### src/rtl/btn_debounce.sv
// Multi-channel button synchroniser and debouncer: clean level plus rise/fall pulses.
// Optional auto-repeat of btn_rise while held: define BTN_DEBOUNCE_AUTO_REPEAT_EN.
module btn_debounce #(
  parameter int NUM_BTN    = 4,
  parameter int DB_CYCLES  = 1000000,
  parameter int CNT_W      = 20,
  parameter int REPEAT_DLY = 50000000,
  parameter int REPEAT_PER = 20000000,
  parameter int RPT_W      = 27
) (
  input  logic               clk,
  input  logic               rst,
  input  logic [NUM_BTN-1:0] btn_in,
  output logic [NUM_BTN-1:0] btn_lvl,
  output logic [NUM_BTN-1:0] btn_rise,
  output logic [NUM_BTN-1:0] btn_fall
);

  typedef enum logic [1:0] {
    S_LO,
    S_LO2HI,
    S_HI,
    S_HI2LO
  } state_t;

  localparam logic [CNT_W-1:0] CNT_END =
    CNT_W'(DB_CYCLES - 1);

  state_t             state [NUM_BTN];
  logic [CNT_W-1:0]   cnt   [NUM_BTN];
  logic [NUM_BTN-1:0] s1;
  logic [NUM_BTN-1:0] s2;

`ifdef BTN_DEBOUNCE_AUTO_REPEAT_EN
  localparam logic [RPT_W-1:0] DLY_END =
    RPT_W'(REPEAT_DLY - 1);
  localparam logic [RPT_W-1:0] PER_END =
    RPT_W'(REPEAT_PER - 1);

  logic [RPT_W-1:0]   rpt [NUM_BTN];
  logic [NUM_BTN-1:0] rpt_run;
`else
  // repeat parameters have no effect when auto-repeat is compiled out
  if (RPT_W < 1 || REPEAT_DLY < 1 || REPEAT_PER < 1)
  begin : g_rpt_ignored
  end
`endif

  always_ff @(posedge clk) begin
    if (rst) begin
      s1       <= '0;
      s2       <= '0;
      btn_lvl  <= '0;
      btn_rise <= '0;
      btn_fall <= '0;
      for (int i = 0; i < NUM_BTN; i++) begin
        state[i] <= S_LO;
        cnt[i]   <= '0;
`ifdef BTN_DEBOUNCE_AUTO_REPEAT_EN
        rpt[i]     <= '0;
        rpt_run[i] <= 1'b0;
`endif
      end
    end else begin
      s1       <= btn_in;
      s2       <= s1;
      btn_rise <= '0;
      btn_fall <= '0;
      for (int i = 0; i < NUM_BTN; i++) begin
        unique case (state[i])
          S_LO: begin
            if (s2[i]) begin
              state[i] <= S_LO2HI;
              cnt[i]   <= '0;
            end
          end
          S_LO2HI: begin
            if (!s2[i]) begin
              state[i] <= S_LO;
            end else if (cnt[i] == CNT_END) begin
              state[i]    <= S_HI;
              btn_lvl[i]  <= 1'b1;
              btn_rise[i] <= 1'b1;
`ifdef BTN_DEBOUNCE_AUTO_REPEAT_EN
              rpt[i]     <= '0;
              rpt_run[i] <= 1'b0;
`endif
            end else begin
              cnt[i] <= cnt[i] + 1'b1;
            end
          end
          S_HI: begin
            if (!s2[i]) begin
              state[i] <= S_HI2LO;
              cnt[i]   <= '0;
            end
`ifdef BTN_DEBOUNCE_AUTO_REPEAT_EN
            // first repeat after DLY, then every PER
            else if (rpt[i] ==
                     (rpt_run[i] ? PER_END : DLY_END)) begin
              btn_rise[i] <= 1'b1;
              rpt[i]      <= '0;
              rpt_run[i]  <= 1'b1;
            end else begin
              rpt[i] <= rpt[i] + 1'b1;
            end
`endif
          end
          S_HI2LO: begin
            if (s2[i]) begin
              state[i] <= S_HI;
            end else if (cnt[i] == CNT_END) begin
              state[i]    <= S_LO;
              btn_lvl[i]  <= 1'b0;
              btn_fall[i] <= 1'b1;
`ifdef BTN_DEBOUNCE_AUTO_REPEAT_EN
              rpt[i]     <= '0;
              rpt_run[i] <= 1'b0;
`endif
            end else begin
              cnt[i] <= cnt[i] + 1'b1;
            end
          end
          default: state[i] <= S_LO;
        endcase
      end
    end
  end

endmodule
### config.mk
export PLATFORM = sky130hd
export DESIGN_NAME = btn_debounce
export DESIGN_NICKNAME = d
export VERILOG_FILES = /design/src/rtl/btn_debounce.sv
export SDC_FILE = /design/constraint.sdc
export NUM_CORES = 1
export LEC_CHECK = 0
export CORE_MARGIN = 5
export CORE_UTILIZATION = 30
export CTS_BUF_LIST = sky130_fd_sc_hd__clkbuf_4
export DETAILED_ROUTE_END_ITERATION = 8
export PLACE_DENSITY = 0.56
export SLEW_MARGIN = 40
export SYNTH_ARGS = -nofsm -noshare
export SYNTH_HDL_FRONTEND = slang
export SYNTH_SLANG_ARGS = --single-unit
### constraint.sdc
create_clock -name clk -period 5.7 [get_ports clk]
set_clock_uncertainty 0.1 [all_clocks]
set_input_delay 0.855 -clock clk [delete_from_list [all_inputs] [get_ports clk]]
set_output_delay 0.855 -clock clk [all_outputs]
set_load 0.02 [all_outputs]
==> metrics <==
outcome=finished clean; Util after Layout=33.3%; DR WL/cell=13.8 um; Mapped Cells=554; worst path cell trace=or4b_2 -> nor3_1 -> a211o_1 -> nand2_2; worst r2r path cells=4; cell-internal power=1370 uW; worst flop-to-flop path endpoint=cnt[2][10]; Initial Utilization=30.5%; Worst EP required=5.70 ns; routed vias=4090; Antenna diodes=0; hold depth=1; Final Hold Viols=0; met2 wire len=5130 um; XOR/XNOR Fraction of Synth Area=8.44%; largest family of logic cells by synthesized area=simple AND/OR/NAND/NOR gates; Comb pwr share=18.6%; core region area=0.0187 mm2; Via density=5.12; met3 WL post-DR=408 um; Die ar.=0.0219 mm2; HPWL after DPL=7500 um; antenna-violating nets left=0; crit path time final=3.31 ns; cts hold-fix bufs=0; Sw Ratio=32.8%; ys flop type=edfxtp_1; Min-Delay Path Class=flip-flop to flip-flop; Post-synth EDFFs=88; Clk pwr share=19.6%; total power=2040 uW; Critical Path Fanout Max=21; Congestion Overflow GR=0; largest net degree at the start of global routing=32; Root Buffer=clkbuf_4; reg2reg start=cnt[2][12]; # setup viols final=0; RSZ-0062 raised after global routing=no; Post-CTS Setup Bufs=0; Top Metal Used=met5; M1 wire length=5350 um; Die X=148 um; post-synthesis simple-gate area fraction=25.9%; VDD IR max=0.0000993 V; DP Cell Count=783; Nets=570; GR Util All Layers=10.5%; WL final=11000 um; commonest cells after routing, fill and taps aside=edfxtp_1, nor2_1, xnor2_1, a21oi_1; Reg2Reg Setup Slack=2.39 ns; vias in the first global route=4013; crit start category=flip-flop; port bufs=17; Worst-Skew Late Latency=0.48 ns; worst-margin pin slew=0.707 ns; Rows=50; clk slew on worst S/H paths=0.16 ns; GPL Wtd Cong=0.785; non-filler instance count after layout=799; Mean Syn Cell Area=10.3 um2; synthesis-to-layout area growth=9.21%; first-pass iteration count of the detailed router=4; arrival time worst endpoint=3.31 ns; layout cell share with drive strength beyond 1=6.90%; fin crit share=58.1%; clock sink count=108; # IOs=18; Peak Freq=302 MHz; pwr dens=328 mW/mm2; antenna violations before repair=1; Seq. cell area=0.00304 mm2; DRC Markers=0; Hold WS=0.356 ns; CTS tree=yes; post-synthesis cell area=0.00570 mm2; post-synth cell types=47; Fillers=1868; leakage=0.00189 uW; clk buf depth=2; Worst Min Path Start=s1[2]; Slew headroom=52.9%; Slowest-stage cell, CP=or4b_2; drt initial violations=265; hold endpoint=s2[2]; NetSw=671 uW; Compound-Gate Fraction of Synth Area=8.12%; endpoint class of the critical path=flip-flop; Synth top area share=46.3%; CTS buffer count=9; CTS resizes=0; total negative slack=0 ns; Max Cap Viol=0; largest area contributor in the netlist=edfxtp_1; kind of critical path=flip-flop to flip-flop; Max Slew Vio Count=0; Post-synth ARST share=0%; H-tree levels=3; flops & latches, synth=108; Die H=148 um; wire length of the first global-routing pass=19100 um; most common cell after layout, fill and taps aside=edfxtp_1; Seq pwr share=61.8%; multi-input logic area=0.00248 mm2; register area share after synthesis=53.3%; post-synthesis adder-cell area fraction=0.877%; syn nets=564; top post-synthesis cells by area=edfxtp_1, dfxtp_1, xnor2_1, nor2_1, xor2_1; Syn. warnings=0; critical path's largest stage delay=0.68 ns; post-synthesis mux area share=0%
==> worst max path at each step <==
stage / endpoint / cells past startpoint / startpoint
6_report: cnt[2][10] / 4 / cnt[2][12]
2_1_floorplan: cnt[0][0] / 5 / cnt[0][10]
5_1_grt: cnt[2][12] / 4 / cnt[2][12]
3_3_place_gp: cnt[2][0] / 6 / rst
3_5_place_dp: cnt[2][0] / 6 / rst
4_1_cts: cnt[2][0] / 4 / cnt[2][12]
==> area by class of cell <==
type                            count  area share [%]
Timing Repair Buffer               18            2.85
Inverter                           25            1.51
Clock buffer                       13            1.57
Multi-Input combinational cell    398            39.9
Sequential cell                   108            48.8
Clock inverter                      3           0.643
Tap cell                          234            4.70
==> critical path: cells and delay by family, from the launching register on <==
kind	cells	cell delay [ns]
DFF	1	0.48
and+or+nand+nor	3	1.66
AOI/OAI and AO/OA	1	0.68
==> per-layer routing <==
| layer | vias to the layer above | track usage, % |
|---|---|---|
| li1 | 2058 | - |
| met5 | - | 0 |
| met4 | 2 | 3.28 |
| met2 | 53 | 17.0 |
| met3 | 11 | 2.97 |
| met1 | 1966 | 13.6 |
==> sequential cells by signal, summed over array words and instances (netlist names) <==
signal	flops
cnt	80
state	8
btn_fall	4
btn_lvl	4
btn_rise	4
s1	4
s2	4
==> synthesized netlist by cell type (11+ instances only) <==
cell and number:
nor2_1 67, a21oi_1 32, nor2b_1 11, dfxtp_1 20, nor3_1 14, nand4_1 23
xnor2_1 33, nand3_1 30, inv_1 24, nand2_1 33, o21ai_0 22, or3_1 17
clkbuf_1 13, xor2_1 22, edfxtp_1 88
==> stage by stage <==
stage                     setup WS [ns]  instance area [um2]
after floorplan                    3.00                 5700
after global placement             1.72                 6080
after detailed placement           1.63                 6080
after CTS                          2.08                 6220
after global routing               2.19                 6230
final                              2.39                 6230
==> power by group through the flow <==
stage / combinational, uW / clock, uW / sequential (uW)
floorplan: 331 / 0 / 1210
global placement: 364 / 0 / 1270
detailed placement: 377 / 0 / 1280
CTS: 381 / 422 / 1260
global route: 433 / 450 / 1300
finish: 380 / 401 / 1260
==> logic make-up after synthesis <==
kind of cell,after synthesis
AND/OR/NAND/NOR,260
flip-flops,108
AO/OA/AOI/OAI,79
XOR/XNOR,55
buffers and inverters,48
adder cells (fa/ha/maj),4
Power figures use the tool's default switching activity.
